[config.mk]
export PLATFORM = sky130hd
export DESIGN_NAME = rc4_prga_decrypt
export DESIGN_NICKNAME = d
export VERILOG_FILES = /design/src/rtl/rc4_prga_decrypt.sv
export SDC_FILE = /design/constraint.sdc
export NUM_CORES = 1
export LEC_CHECK = 0
export CORE_MARGIN = 4
export CORE_UTILIZATION = 60
export DETAILED_ROUTE_END_ITERATION = 8
export HOLD_SLACK_MARGIN = 0.12
export PLACE_DENSITY = 0.86
export SETUP_SLACK_MARGIN = 0.2
export SLEW_MARGIN = 20
export SYNTH_ARGS = -nofsm -noshare
export SYNTH_HDL_FRONTEND = slang
export SYNTH_SLANG_ARGS = --single-unit
[constraint.sdc]
create_clock -name clk -period 4.66 [get_ports clk]
set_input_delay 0.699 -clock clk [delete_from_list [all_inputs] [get_ports clk]]
set_output_delay 0.699 -clock clk [all_outputs]
set_load 0.05 [all_outputs]
[src/rtl/rc4_prga_decrypt.sv]
// ---------------------------------------------------------------------------
// rc4_prga_decrypt
//
// RC4 keystream generator (PRGA) with XOR decryption. Sits after the KSA
// block: once started it owns the S RAM port, reads one ciphertext byte per
// message position from the ROM and writes the matching plaintext byte to
// the plaintext RAM. Single-issue, nine clocks per byte.
//
// Ports
//   clk               in   clock, all logic on posedge
//   reset             in   asynchronous, active-high; clears all state
//   start             in   level, sampled only in IDLE (tie to KSA finished)
//   s_ram_out         in   S RAM read data (sync read, one-cycle latency)
//   s_address         out  S RAM address
//   s_ram_in          out  S RAM write data
//   s_write_enable    out  S RAM write strobe
//   rom_out           in   ciphertext ROM data (sync read, one-cycle latency)
//   rom_address       out  ciphertext ROM address (= k)
//   dec_address       out  plaintext RAM address (= k)
//   dec_data          out  plaintext byte (= f ^ enc)
//   dec_write_enable  out  plaintext RAM write strobe
//   busy              out  high while a pass is in progress
//   done              out  sticky completion flag, cleared on the next start
// ---------------------------------------------------------------------------
module rc4_prga_decrypt #(
  parameter int RAM_WIDTH  = 8,
  parameter int MSG_LENGTH = 32,
  localparam int MSG_AW    = $clog2(MSG_LENGTH)
) (
  input  logic                 clk,
  input  logic                 reset,
  input  logic                 start,
  input  logic [RAM_WIDTH-1:0] s_ram_out,
  output logic [RAM_WIDTH-1:0] s_address,
  output logic [RAM_WIDTH-1:0] s_ram_in,
  output logic                 s_write_enable,
  input  logic [RAM_WIDTH-1:0] rom_out,
  output logic [MSG_AW-1:0]    rom_address,
  output logic [MSG_AW-1:0]    dec_address,
  output logic [RAM_WIDTH-1:0] dec_data,
  output logic                 dec_write_enable,
  output logic                 busy,
  output logic                 done
);

  typedef enum logic [3:0] {
    IDLE,
    RD_SI,
    WT_SI,
    RD_SJ,
    WT_SJ,
    WR_SI,
    WR_SJ,
    RD_F,
    WT_F,
    WR_DEC,
    DONE
  } state_t;

  localparam logic [MSG_AW-1:0]    K_LAST = MSG_AW'(MSG_LENGTH - 1);
  localparam logic [RAM_WIDTH-1:0] ONE    = RAM_WIDTH'(1);

  state_t               state;
  logic [RAM_WIDTH-1:0] i;
  logic [RAM_WIDTH-1:0] j;
  logic [RAM_WIDTH-1:0] si;
  logic [RAM_WIDTH-1:0] sj;
  logic [RAM_WIDTH-1:0] f;
  logic [RAM_WIDTH-1:0] enc;
  logic [MSG_AW-1:0]    k;

  // k only changes at the end of WR_DEC, so it is already the right address
  // for the ROM read in RD_SI and the plaintext write in WR_DEC.
  assign rom_address = k;
  assign dec_address = k;
  // f and enc are both registered, so this is stable throughout WR_DEC.
  assign dec_data    = f ^ enc;

  // The S RAM address, write data and strobes are registered: each state
  // loads the values the *next* state must present, so they are valid for
  // the whole cycle of the state that owns them. Sums truncate to RAM_WIDTH,
  // which gives the modulo-256 wrap of i, j and si+sj for free.
  // NOTE: every register here uses <= so all right-hand sides see the values
  // from before the clock edge (e.g. WT_SI reads the old j to form the new j).
  always_ff @(posedge clk or posedge reset) begin
    if (reset) begin
      state            <= IDLE;
      i                <= '0;
      j                <= '0;
      k                <= '0;
      si               <= '0;
      sj               <= '0;
      f                <= '0;
      enc              <= '0;
      s_address        <= '0;
      s_ram_in         <= '0;
      s_write_enable   <= 1'b0;
      dec_write_enable <= 1'b0;
      busy             <= 1'b0;
      done             <= 1'b0;
    end else begin
      s_write_enable   <= 1'b0;
      dec_write_enable <= 1'b0;
      case (state)
        IDLE: begin
          if (start) begin
            i         <= ONE;
            j         <= '0;
            k         <= '0;
            done      <= 1'b0;
            busy      <= 1'b1;
            s_address <= ONE;
            state     <= RD_SI;
          end
        end
        RD_SI: state <= WT_SI;
        WT_SI: begin
          si        <= s_ram_out;
          j         <= j + s_ram_out;
          enc       <= rom_out;
          s_address <= j + s_ram_out;
          state     <= RD_SJ;
        end
        RD_SJ: state <= WT_SJ;
        WT_SJ: begin
          // sj is captured on this same edge, so forward the read data
          // straight into the first swap write.
          sj             <= s_ram_out;
          s_address      <= i;
          s_ram_in       <= s_ram_out;
          s_write_enable <= 1'b1;
          state          <= WR_SI;
        end
        WR_SI: begin
          s_address      <= j;
          s_ram_in       <= si;
          s_write_enable <= 1'b1;
          state          <= WR_SJ;
        end
        WR_SJ: begin
          // The keystream read follows both swap writes, so it sees post-swap S.
          s_address <= si + sj;
          state     <= RD_F;
        end
        RD_F: state <= WT_F;
        WT_F: begin
          f                <= s_ram_out;
          dec_write_enable <= 1'b1;
          state            <= WR_DEC;
        end
        WR_DEC: begin
          if (k == K_LAST) begin
            state <= DONE;
          end else begin
            k         <= k + 1'b1;
            i         <= i + ONE;
            s_address <= i + ONE;
            state     <= RD_SI;
          end
        end
        DONE: begin
          // busy drops together with done rising, one cycle after DONE.
          done  <= 1'b1;
          busy  <= 1'b0;
          state <= IDLE;
        end
        default: state <= IDLE;
      endcase
    end
  end

endmodule
==> run_results.csv, run 1 <==
group,metric,value,unit
outcome,status,"finished, final reports clean",
die,rows,30,
clock_network,clock_latency,360,ps
global_routing,overflow,0,
clock_network,cts.repair.resized,0,
clock_network,cts_buffer_depth,2,
global_routing,grt_usage,25.0,%
logic_synthesis,yosys_warnings,0,
die,core,0.00687,mm2
logic_synthesis,ys_ff_latch,77,
setup_path,crit_family,"simple AND/OR/NAND/NOR gates",
pwr,leakagePower,2.26,nW
timing,fmax,381,MHz
clock_network,path_clk_slew,80,ps
clock_network,cts_buffers,9,
global_routing,antenna_found_initial,0,
timing,setup_viol,0,
timing,worst_pin_slew,1020,ps
setup_path,end_kind,"register",
setup_path,path_max_fanout,20,
logic_synthesis,synth.avg_cell_area,9.76,um2
routing,drc,0,
logic_synthesis,yosysTopAreaCell,"dfrtp_1",
clock_network,htree_levels,3,
global_routing,grt_pass1_vias,3375,
pwr,ir_drop,381,uV
die,start_util,62.4,%
pwr,power_density,805,mW/mm2
die,die_x,92.5,um
placed_design,gp_congestion,0.848,
die,io_pins,57,
logic_synthesis,ys.flop_type,"dfrtp_1",
logic_synthesis,netlist.area_leader.share,45.0,%
routing,wire_per_inst,17.2,um
setup_path,reg2reg_depth,6,
routing,dr.pass1.iters,5,
setup_path,critPathCapture,"s_address[5]$_DFFE_PP0P_",
routing,viasPerCell,5.81,
logic_synthesis,synth_area,0.00429,mm2
finish,syn_to_final_growth,17.2,%
setup_path,crit_slowest_cell,"or3b_1",
finish,diodes,0,
setup_path,startpoint,"state[3]$_DFFE_PP0P_",
logic_synthesis,synth_area_leaders,"dfrtp_1, nand2_1, ha_1",
setup_path,slowest_delay,710,ps
timing,slew_headroom,32.1,%
finish,layoutNonFillerInstCount,586,
global_routing,grt_max_degree,46,
clock_network,cts_sinks,77,
routing,first_iter_violations,235,
placed_design,port_buffers,56,
logic_synthesis,seq_area_frac_synth,45.0,%
logic_synthesis,synth_enable_flop_cells,0,
timing,hold_viol_final,0,
clock_network,cts_tree,"built",
setup_path,arrival,2900,ps
finish,nFillCells,510,
logic_synthesis,postSynthCellCount,439,
routing,wl,10100,um
finish,drive_gt1_share,10.0,%
timing,finalCritPeriodShare,56.3,%
setup_path,timing.rr.start,"state[3]$_DFFE_PP0P_",
global_routing,grt_pass1_wl,16800,um
clock_network,post_cts_buffers,0,
logic_synthesis,synth_nets,477,
timing,period_needed,2620,ps
logic_synthesis,synth-async-reset-ratio,100,%
clock_network,cts-root-buf,"clkbuf_8",
timing,rsz0062_at_grt,"false",
finish,nets,523,
routing,route.vias.total,3405,
placed_design,dp_cells,570,
die,dieArea,0.00856,mm2
setup_path,crit_chain,"or3b_1 -> inv_1 -> or3_1 -> o221ai_1 -> a21oi_1 -> a21oi_1",
placed_design,post-dp-hpwl,7110,um
run,cap_viol_max_count,0,
clock_network,postCtsHoldBufs,0,
setup_path,worst-path-buf-inv,1,
routing,drtAntennaViolNets,0,
setup_path,timing.rr.end,"s_address[5]$_DFFE_PP0P_",
timing,tns,0,ps
setup_path,ff2ff_setup_slack,2040,ps
hold_path,min_path_type,"register to register",
setup_path,start_kind,"register",
setup_path,crit_cells,6,
timing,drv_slew,0,
logic_synthesis,ys_types,61,
timing,skew,12.7,ps
setup_path,cp.required,4940,ps
setup_path,critical_path_class,"register to register",
setup_path,cp_common_cell,"a21oi_1",
die,die_h,92.5,um
[cell type report]
cell class	instances	area (um2)	share of cell area, %
clock buffer	9	124	2.47
clock inverter	7	80.1	1.59
inverter	13	48.8	0.972
multi-input combinational	326	2150	42.7
sequential	77	1930	38.4
tap	96	120	2.39
timing repair buffer	58	576	11.5
[metrics by stage]
stage	power, mW	cell area [um2]	setup WS [ps]	hold slack (ps)	util (%)
6_report	4.04	5020	2040	489	73.1
5_1_grt	4.31	5020	1820	527	73.1
4_1_cts	4.05	5020	2020	490	73.1
3_5_place_dp	3.51	4820	1720	470	70.1
3_3_place_gp	3.44	4820	1760	461	70.1
2_1_floorplan	2.93	4290	1990	466	-
[tightest hold or removal path: cells and delay by family, from the launching register on]
kind	cells	cell delay [ps]
simple gates	1	50
flops	1	350
compound gates	1	60
[cell usage in the layout, fill, tap and decap left out, drive strengths merged, types with 2 or more instances in the layout]
cell,netlist,layout
nor3b,2,2
o221ai,2,2
o21bai,2,2
mux2i,11,11
clkbuf,4,9
inv,13,16
a211oi,9,9
xnor2,8,8
nand2b,9,9
fa,2,2
o21a,2,2
and3,3,3
o21ai,35,35
nor2b,3,3
a21o,6,6
clkinvlp,0,2
buf,19,2
o31ai,4,4
nand4,2,2
nand3,5,5
dfrtp,77,77
mux2,15,15
a22o,3,3
xor2,12,12
nor2,27,27
nand2,78,78
a31oi,7,7
a21oi,31,31
o311ai,2,2
clkdlybuf4s50,0,56
or3,4,4
nor3,9,9
ha,17,17
[report_power, final]
group | switching (mW) | internal, mW | leakage (nW)
Combinational | 1.45 | 0.870 | 1.20
Clock | 0.273 | 0.254 | 0.0968
Sequential | 0.245 | 0.947 | 0.969
Total | 1.97 | 2.07 | 2.26
[logic make-up after synthesis]
| logic type | share of synthesized area (%) |
|---|---|
| simple gates | 16.9 |
| compound gates | 16.4 |
| flops | 45.0 |
| buf+inv | 5.23 |
| mux | 6.51 |
| xor+xnor | 4.09 |
| fa+ha+maj | 5.90 |
[registers in the layout, indices dropped and copies added, names as in the netlist]
name and count:
enc 8, f 8, i 8, j 8
s_address 8, s_ram_in 8, si 8, sj 8
dec_address 5, state 4, busy 1, dec_write_enable 1
done 1, s_write_enable 1
[worst min path at each step]
stage	cells after the start	endpoint	start	slack, ps
4_1_cts	2	s_ram_in[1]$_DFFE_PP0P_	s_ram_in[1]$_DFFE_PP0P_	490
2_1_floorplan	2	enc[0]$_DFFE_PP0P_	enc[0]$_DFFE_PP0P_	470
3_3_place_gp	2	s_ram_in[7]$_DFFE_PP0P_	s_ram_in[7]$_DFFE_PP0P_	460
6_report	2	s_ram_in[1]$_DFFE_PP0P_	s_ram_in[1]$_DFFE_PP0P_	490
5_1_grt	2	s_ram_in[6]$_DFFE_PP0P_	s_ram_in[6]$_DFFE_PP0P_	530
3_5_place_dp	2	s_ram_in[1]$_DFFE_PP0P_	s_ram_in[1]$_DFFE_PP0P_	470
[synthesized netlist by cell type (2+ instances only)]
| master | count |
|---|---|
| nand2b_4 | 2 |
| a22o_1 | 3 |
| o21bai_1 | 2 |
| xor2_1 | 12 |
| or3_1 | 3 |
| nor3_1 | 8 |
| nand3_1 | 5 |
| a21o_1 | 6 |
| clkbuf_1 | 3 |
| nand4_1 | 2 |
| dfrtp_1 | 77 |
| buf_4 | 7 |
| o221ai_1 | 2 |
| buf_6 | 6 |
| o21ai_0 | 31 |
| a211oi_1 | 9 |
| buf_2 | 6 |
| o21ai_1 | 4 |
| inv_1 | 13 |
| nor2b_1 | 3 |
| fa_1 | 2 |
| nor2_1 | 24 |
| xnor2_1 | 8 |
| o21a_1 | 2 |
| and3_1 | 2 |
| o31ai_1 | 4 |
| o311ai_1 | 2 |
| nand2_1 | 78 |
| nand2b_1 | 7 |
| ha_1 | 17 |
| mux2_2 | 15 |
| a31oi_1 | 6 |
| mux2i_1 | 11 |
| a21oi_1 | 30 |
[metal layers]
metal | GRT usage, % | share of wire, % | vias to the layer above | wire length [um]
li1 | - | - | 1636 | -
met5 | 0 | 0 | - | 0
met4 | 8.66 | 1.7 | 0 | 175
met1 | 34.0 | 45 | 1674 | 4550
met3 | 4.87 | 4.1 | 17 | 415
met2 | 40.2 | 49 | 78 | 4960
No activity file was read; power rests on OpenSTA's default activity.
==> inputs of run 2 (changes only) <==
Settings changed: CORE_UTILIZATION 60 to 55, PLACE_DENSITY 0.86 to 0.8.
Clock period 4.66 ns to 2.5 ns, I/O delays scaled along.
==> run_results.csv, run 2 (synthesized netlist as in run 1, its figures left out) <==
group,metric,value,unit
outcome,status,"finished, final reports clean",
die,io_pins,57,
finish,fin_util,71.4,%
pwr,power,7.99,mW
die,dieArea,0.00927,mm2
placed_design,dp_worst_setup_slack,18.5,ps
run,cap_viol_max_count,0,
setup_path,critical_path_class,"input pin to register",
setup_path,start_kind,"input pin",
global_routing,grt_max_degree,32,
timing,fmax,435,MHz
clock_network,cts-root-buf,"clkbuf_8",
finish,diodes,0,
finish,drive_gt1_share,14.8,%
timing,period_needed,2300,ps
routing,drc,0,
clock_network,cts_sinks,77,
finish,layout_common_cells,"nand2_1, dfrtp_1, clkdlybuf4s50_1",
die,die_h,96.3,um
placed_design,gp_congestion,0.865,
timing,hold_viol_final,0,
pwr,ir_drop,841,uV
routing,drtAntennaViolNets,0,
timing,tns,0,ps
timing,rsz0062_at_grt,"false",
finish,regArea,0.00193,mm2
global_routing,antenna_found_initial,0,
placed_design,post-dp-hpwl,7310,um
global_routing,grt_pass1_wl,16800,um
setup_path,timing.rr.start,"j[1]$_DFFE_PP0P_",
setup_path,arrival,2510,ps
finish,nFillCells,541,
placed_design,dp_cells,596,
clock_network,cts_buffers,9,
die,rows,31,
routing,wire_per_inst,17.0,um
setup_path,path_max_fanout,3,
routing,wl,10400,um
timing,drv_slew,0,
die,start_util,57.8,%
routing,first_iter_violations,261,
timing,worst_pin_slew,774,ps
routing,dr.pass1.iters,4,
global_routing,overflow,0,
finish,nets,546,
placed_design,port_buffers,56,
finish,syn_to_final_growth,23.5,%
hold_path,min_path_type,"input pin to asynchronous set/reset pin",
clock_network,cts_tree,"built",
finish,multiInputGateArea,0.00216,mm2
timing,setup_slack,199,ps
clock_network,clock_latency,360,ps
timing,setup_viol,0,
die,core,0.00741,mm2
routing,viasPerCell,5.72,
routing,route.vias.total,3500,
die,die_x,96.3,um
pwr,power_density,1510,mW/mm2
clock_network,htree_levels,3,
setup_path,startpoint,"s_ram_out[1]",
setup_path,end_kind,"register",
finish,final_common_cell,"nand2_1",
finish,layoutNonFillerInstCount,612,
pwr,leakagePower,2.41,nW
timing,slew_headroom,48.1,%
timing,skew,10.5,ps
clock_network,post_cts_buffers,0,
clock_network,path_clk_slew,80,ps
global_routing,grt_usage,23.8,%
global_routing,grt_pass1_vias,3356,
clock_network,cts_buffer_depth,2,
timing,finalCritPeriodShare,92.0,%
setup_path,cp.required,2710,ps
## run 2: worst paths after layout
check / to / slack (ps) / depth (start not counted)
max: j[7]$_DFFE_PP0P_ / 200 / 8
min: i[0]$_DFFE_PP0P_ / 310 / 2
max reg2reg: j[7]$_DFFE_PP0P_ / 260 / 7
min reg2reg: s_ram_in[7]$_DFFE_PP0P_ / 490 / 2
max in group asynchronous: s_address[7]$_DFFE_PP0P_ / 1650 / 3
min in group clk: s_ram_in[7]$_DFFE_PP0P_ / 490 / 2
## run 2: power by group
part / switching [mW] / internal, mW
Sequential: 0.423 / 1.77
Clock: 0.472 / 0.764
Combinational: 2.79 / 1.77
Total: 3.69 / 4.30
## run 2: final cells by class
type	instances	share of cell area (%)
inverter	13	0.993
timing repair buffer	81	14.4
clock inverter	6	2.55
clock buffer	10	2.41
multi-input combinational	326	40.9
tap	99	2.34
sequential	77	36.4
## run 2: worst max-delay path, cell delays in order
cell and delay [ps]:
clkdlybuf4s50_1 450, ha_1 340, a211oi_2 90, or3_1 400, a31oi_2 210, nor3_1 140, o311ai_2 330, o41ai_2 170
## run 2: repair_timing
action,in CTS,in global routing
pin swaps,0,1
gates resized for setup,1,3
setup endpoints to repair,1,1
hold buffers,0,0
hold endpoints to repair,0,0
## run 2: routing by layer
metal | routed length (um) | track usage (%)
met1 | 4610 | 33.1
met2 | 5060 | 37.4
met3 | 470 | 4.14
met4 | 239 | 8.06
met5 | 0 | 0
## run 2: stage by stage
step / hold WS [ps] / area, um2
finish: 312 / 5290
global route: 316 / 5290
detailed placement: 476 / 5000
global placement: 460 / 5000
CTS: 305 / 5270
floorplan: 466 / 4290
==> inputs of run 3 (changes only) <==
Settings changed: SKIP_CTS_REPAIR_TIMING from default to 1.
==> results of run 3 <==
The final DEF is identical to that of run 2; final timing and power are the same.
Main changes from that run: via count of the first global-routing pass 3356 -> 3359
